`src/rtl/epc_master.sv`:
```
// epc_master: single-beat EPC bus initiator with a request/response front end,
// a per-transaction rdy timeout and a saturating timeout-error counter.
module epc_master #(
    parameter int TIMEOUT = 255,
    parameter int ERR_W   = 8
) (
    input  logic             clk,
    input  logic             rst,
    input  logic             req_valid,
    output logic             req_ready,
    input  logic             req_rnw,
    input  logic [31:0]      req_addr,
    input  logic [3:0]       req_be,
    input  logic [31:0]      req_wdata,
    output logic             rsp_valid,
    output logic [31:0]      rsp_rdata,
    output logic             rsp_err,
    output logic             busy,
    output logic [ERR_W-1:0] err_cnt,
    output logic             epc_cs_n,
    output logic             epc_rnw,
    output logic [31:0]      epc_addr,
    output logic [3:0]       epc_be,
    output logic             epc_burst,
    output logic [31:0]      epc_wdata,
    input  logic [31:0]      epc_rdata,
    input  logic             epc_rdy
);
    typedef enum logic [1:0] {ST_IDLE, ST_WAIT, ST_RESP} state_t;
    localparam logic [15:0] TO_LAST = 16'(TIMEOUT - 1);
    state_t           state_q, state_d;
    logic [15:0]      cnt_q, cnt_d;
    logic             rnw_q, rnw_d;
    logic [31:0]      addr_q, addr_d;
    logic [3:0]       be_q, be_d;
    logic [31:0]      wdata_q, wdata_d;
    logic [31:0]      rdata_q, rdata_d;
    logic             err_q, err_d;
    logic [ERR_W-1:0] err_cnt_q, err_cnt_d;
    logic             accept;
    // Ready is a decode of the state register, masked while reset is held
    // so it reads 0 in reset and 1 in the first cycle after release.
    assign req_ready = ~rst & (state_q != ST_WAIT);
    assign accept    = req_valid & req_ready;
    assign rsp_valid = state_q == ST_RESP;
    assign busy      = state_q == ST_WAIT;
    assign epc_cs_n  = state_q != ST_WAIT;
    assign epc_rnw   = rnw_q;
    assign epc_addr  = addr_q;
    assign epc_be    = be_q;
    assign epc_wdata = wdata_q;
    assign epc_burst = 1'b0;
    assign rsp_rdata = rdata_q;
    assign rsp_err   = err_q;
    assign err_cnt   = err_cnt_q;
    always_comb begin
        state_d   = state_q;
        cnt_d     = cnt_q;
        rnw_d     = rnw_q;
        addr_d    = addr_q;
        be_d      = be_q;
        wdata_d   = wdata_q;
        rdata_d   = rdata_q;
        err_d     = err_q;
        err_cnt_d = err_cnt_q;
        case (state_q)
            ST_WAIT: begin
                cnt_d = cnt_q + 16'd1;
                // rdy takes priority over a timeout on the same edge
                if (epc_rdy) begin
                    rdata_d = rnw_q ? epc_rdata : 32'd0;
                    err_d   = 1'b0;
                    state_d = ST_RESP;
                end else if (cnt_q == TO_LAST) begin
                    rdata_d   = 32'd0;
                    err_d     = 1'b1;
                    err_cnt_d = (&err_cnt_q) ? err_cnt_q : err_cnt_q + 1'b1;
                    state_d   = ST_RESP;
                end
            end
            default: begin
                state_d = ST_IDLE;
                if (accept) begin
                    state_d = ST_WAIT;
                    cnt_d   = 16'd0;
                    rnw_d   = req_rnw;
                    addr_d  = req_addr;
                    be_d    = req_be;
                    wdata_d = req_rnw ? wdata_q : req_wdata;
                end
            end
        endcase
    end
    always_ff @(posedge clk or posedge rst) begin
        if (rst) begin
            state_q   <= ST_IDLE;
            cnt_q     <= '0;
            rnw_q     <= 1'b0;
            addr_q    <= '0;
            be_q      <= '0;
            wdata_q   <= '0;
            rdata_q   <= '0;
            err_q     <= 1'b0;
            err_cnt_q <= '0;
        end else begin
            state_q   <= state_d;
            cnt_q     <= cnt_d;
            rnw_q     <= rnw_d;
            addr_q    <= addr_d;
            be_q      <= be_d;
            wdata_q   <= wdata_d;
            rdata_q   <= rdata_d;
            err_q     <= err_d;
            err_cnt_q <= err_cnt_d;
        end
    end
endmodule

```
`config.mk`:
```
export PLATFORM = sky130hd
export DESIGN_NAME = epc_master
export DESIGN_NICKNAME = d
export VERILOG_FILES = /design/src/rtl/epc_master.sv
export SDC_FILE = /design/constraint.sdc
export NUM_CORES = 1
export LEC_CHECK = 0
export CAP_MARGIN = 10
export CORE_AREA = 2 2 120 122
export DETAILED_ROUTE_END_ITERATION = 6
export DIE_AREA = 0 0 122 124
export HOLD_SLACK_MARGIN = 0.05
export PLACE_DENSITY = 0.81
export RECOVER_POWER = 50
export SYNTH_ARGS = -nofsm -noshare
export SYNTH_HDL_FRONTEND = slang
export SYNTH_SLANG_ARGS = --single-unit
```
`constraint.sdc`:
```
create_clock -name clk -period 4.3 [get_ports clk]
set_input_delay 0.86 -clock clk [delete_from_list [all_inputs] [get_ports clk]]
set_output_delay 0.86 -clock clk [all_outputs]
set_load 0.005 [all_outputs]
```
# Word-level counts from Yosys, hierarchy flattened
# Index checks and enable logic that the tools add are counted.
# word_totals
register_bits	128
latch_bits	0
mem_bits_rw	0
mem_bits_ro	0
input_bits	105
output_inout_bits	115
wordCells	41
mem_count	0
# op_classes
n_addsub	2
n_mul	0
n_div	0
n_lt_le_gt_ge	0
eq_ne	5
shifts	0
muxes	11
n_bitwise	7
reduce_logical	7
# op_table
op	count
2-to-1 mux 32 bit	3
2-to-1 mux 16 bit	2
adder 16 x 1 -> 16 bit, second input constant	1
== test 16 x 8 -> 1 bit, second input constant	1
adder 8 x 1 -> 8 bit, second input constant	1
AND reduction 8 bit	1
2-to-1 mux 2 bit	3
NOT 1 bit	5
AND reduction 2 bit	2
AND reduction 4 bit	1
nonzero test 2 bit	2
2-to-1 mux 1 bit	3
!= test 3 x 1 -> 1 bit, second input constant	1
AND reduction 3 bit	1
bitwise AND 1 bit	2
== test 2 x 1 -> 1 bit, second input constant	1
== test 2 bit, second input constant	1
!= test 2 x 1 -> 1 bit, second input constant	1

# Depth between registers and ports, before layout
# logic_depth
depth_word	5
mapped_depth	7

# Worst setup path before layout
# OpenSTA, ideal clock, no wires.
# synth_timing
path_kind	in2reg
start	input port rst
end	register wdata_q[20] (netlist: epc_wdata[20])
arrival_ps	4981
t_required_ps	4175
path_slack_ps	-806
cell_stages	5
path_cell_list	inv_1 nand3_2 nor2_2 buf_4 mux2_2
# synth_via
elab_chain_cells	4
# synth_rtl
item	line	source
from (decl)	8	input logic rst,
NOT 1 bit	43	assign req_ready = ~rst & (state_q != ST_WAIT);
bitwise AND 1 bit	43	
bitwise AND 1 bit	44	assign accept = req_valid & req_ready;
AND reduction 3 bit (no source line)	--	
to (signal assigned)	111	wdata_q <= wdata_d;
to (decl)	36	logic [31:0] wdata_q, wdata_d;
# No other way between the ends.
# A chain may end at the register's enable or synchronous reset.

==> metrics.md <==
| Metric | Value |
|---|---|
| Post-Synth Simple-Gate Area | 15.82% |
| Slowest cell on crit path | clkbuf_4 |
| Synth Area in Compound Gates | 8.313% |
| Post-synth EDFFs | 0 |
| Routed vias/inst | 4.892 |
| Fin crit period | 3.194 ns |
| Post_cts resized | 0 |
| Die width | 122 µm |
| CP max FO | 108 |
| Register area share after synthesis | 62.59% |
| Die Ht | 124 µm |
| Final std cell area, no fill | 0.007961 mm² |
| Most common flop cell mapped by yosys | dfrtp_1 |
| Worst-Margin Slew | 1.457 ns |
| Commonest non-fill, non-tap cell in the layout | clkdlybuf4s50_1 |
| Cts hold-fix bufs | 0 |
| Area grow syn2layout | 55.57% |
| Max Cap Viol | 0 |
| Detailed placement HPWL | 9818 µm |
| Buf+Inv Stages, Crit Path | 3 |
| Cell family with most CP delay | buffers and inverters |
| Root Buffer Master | clkbuf_16 |
| Pins Over Slew Limit | 0 |
| Setup tns final | 0 ns |
| Post-Syn Instances | 434 |
| # clock sinks | 128 |
| Setup-failing EPs final | 0 |
| Max Clk Rate | 313.0 MHz |
| Crit. End Element | asynchronous set/reset pin |
| Mapped Nets | 542 |
| Max IR drop VDD | 0.2306 mV |
| ANT cells | 0 |
| Postcts setup bufs | 0 |
| Starting Density | 37.30% |
| Synth warn | 0 |
| CTS tree | done |
| #FFs+latches synth | 128 |
| Layout Skew | 0.005704 ns |
| H-tree Lvls | 4 |
| Largest stage delay on the critical path | 1.20 ns |
| Mean Syn Cell Area | 11.79 µm² |
| Final hold violations | 0 |
| Synthesized area | 0.005117 mm² |
| PwrDens | 471.6 mW/mm² |
| Drt total wl | 13660 µm |
| Hold crit path type | register to register |
| Number of global-route vias before repair | 4231 |
| Max transition margin | 2.863% |
| Largest family of logic cells by synthesized area | simple AND/OR/NAND/NOR gates |
| GR Overflow Total | 0 |
| Final net count | 760 |
| Worst-path clk slew | 0.05 ns |
| Most frequent cells in the layout | clkdlybuf4s50_1, nand2_1, dfrtp_1 |
| Status | finished, final reports clean |
| Pin count of the biggest net entering global routing | 109 |
| PortBufs | 218 |
| Post-synthesis mux area share | 9.169% |
| Die ar. | 0.01513 mm² |
| Gr usage total | 18.08% |
| RSZ-0062 raised after global routing | false |
| Period Utilization, post-route | 74.29% |
| Routed length per placed instance | 16.19 µm |
| Core Footprint | 0.01372 mm² |
| Async SR Flop Fraction | 100.0% |
| Maximum clock path buffer count | 2 |
| Worst endpoint data arrival time | 3.45 ns |
| Global-route wire length before repair | 21050 µm |
| Clk_lat worst skew | 0.40 ns |
| Synth unique cells | 42 |
| Drt first pass iters | 5 |
| Post-Synth Adder-Cell Area | 0.7335% |
| Core Rows | 43 |
| Layout cells sized above 1 | 11.45% |
| Leakage | 0.003682 µW |
| Routed vias | 4129 |
| Startpoint Class | input pin |
| Top Ports | 220 |
| CP Class | input pin to asynchronous set/reset pin |
| Xor/xnor cell area share of the yosys netlist | 0.6846% |
| Drc violations | 0 |
| CP Cell Sequence | dlygate4sd3_1 > clkinvlp_2 > clkbuf_4 |
| Initial antenna violation count | 0 |
| Critical Path RT | 4.56 ns |
| Final GP Congestion | 0.8179 |
| Placed cell area | 0.007456 mm² |
| Initial DRC count | 199 |
| Cts bufs inserted | 17 |
| Final ANT Viol Nets | 0 |
registers in the layout, indices dropped and copies added (netlist names):
name,count
cnt_q,16
epc_addr,32
epc_be,4
epc_rnw,1
epc_wdata,32
err_cnt,8
rsp_err,1
rsp_rdata,32
state_q,2
layer usage:
| metal | routed length [µm] | GRT usage [%] | vias to the layer above |
|---|---|---|---|
| met5 | 0 | 0 | - |
| met3 | 954 | 5.632 | 15 |
| met4 | 167 | 6.897 | 0 |
| li1 | - | - | 1928 |
| met2 | 7042 | 30.24 | 171 |
| met1 | 5500 | 21.97 | 2015 |
logic make-up (layout without fill, tap and decap cells):
kind of cell	after synthesis	count (layout)
AO/OA/AOI/OAI	51	51
XOR/XNOR	4	4
adder cells (fa/ha/maj)	3	3
buffers and inverters	28	258
flip-flops	128	128
multiplexers	42	42
other	1	1
AND/OR/NAND/NOR	177	177
worst register-to-register path, cell delays in order, from the launching register on:
cell and delay [ns]:
dfrtp_1 0.43, inv_1 0.09, ha_1 0.13, and4b_1 0.22, nand4_1 0.27, a2111oi_0 0.87
mux2_4 0.35
power breakdown:
group / switching, µW / internal [µW] / leakage [µW] / total [µW]
clock network: 498 / 815 / 0.000267 / 1310
logic: 304 / 559 / 0.00178 / 863
registers: 139 / 1440 / 0.00164 / 1580
total: 941 / 2810 / 0.00368 / 3750
Yosys cell counts, types with 2 or more instances:
master	count	area share [%]
nor4_1	2	0.24
buf_2	11	1.1
mux2_1	2	0.44
nand4_1	5	0.61
nor2_1	5	0.37
nand3_1	9	0.88
dfrtp_1	128	63
mux2_2	33	7.3
ha_1	3	0.73
and3_1	5	0.61
xor2_1	4	0.68
mux2i_1	6	1.2
inv_1	4	0.29
and4_1	2	0.34
a21oi_1	2	0.20
o31ai_1	4	0.59
nand2_1	133	9.8
nand2b_1	2	0.24
o21ai_0	5	0.49
buf_4	4	0.59
o211ai_1	5	0.73
clkbuf_1	8	0.59
nor3_1	2	0.20
a22o_1	32	5.5
per-stage QoR:
step / std cells / total power, µW / setup slack (ns) / hold slack (ns) / util (%)
floorplan: 434 / 1866 / 0.4186 / 0.4596 / -
global placement: 813 / 2483 / 1.303 / 0.4616 / 54.35
detailed placement: 813 / 2518 / 1.202 / 0.4620 / 54.35
CTS: 844 / 3855 / 1.316 / 0.4795 / 58.34
global route: 844 / 3956 / 0.6354 / 0.5002 / 58.03
finish: 844 / 3754 / 1.106 / 0.4711 / 58.03
final timing paths:
kind,startpoint,endpoint,slack (ns),cells past startpoint
hold / removal,epc_addr[11],epc_addr[11],0.47,2
setup / recovery,rst,epc_addr[27],1.11,3
hold reg to reg,epc_addr[11],epc_addr[11],0.47,2
max in group clk,rst,cnt_q[8],1.19,6
min in group asynchronous,rst,cnt_q[6],1.17,2
setup reg to reg,cnt_q[0],err_cnt[1],1.82,6
area by class of cell:
type,count,area (µm²)
fill,1142,5758
timing repair buffer,222,2212
sequential,128,3203
clock inverter,11,91.34
multi-input combinational,278,1753
clock buffer,20,456.7
tap,180,225.2
inverter,5,20.02
(Power assumes the default switching activity.)
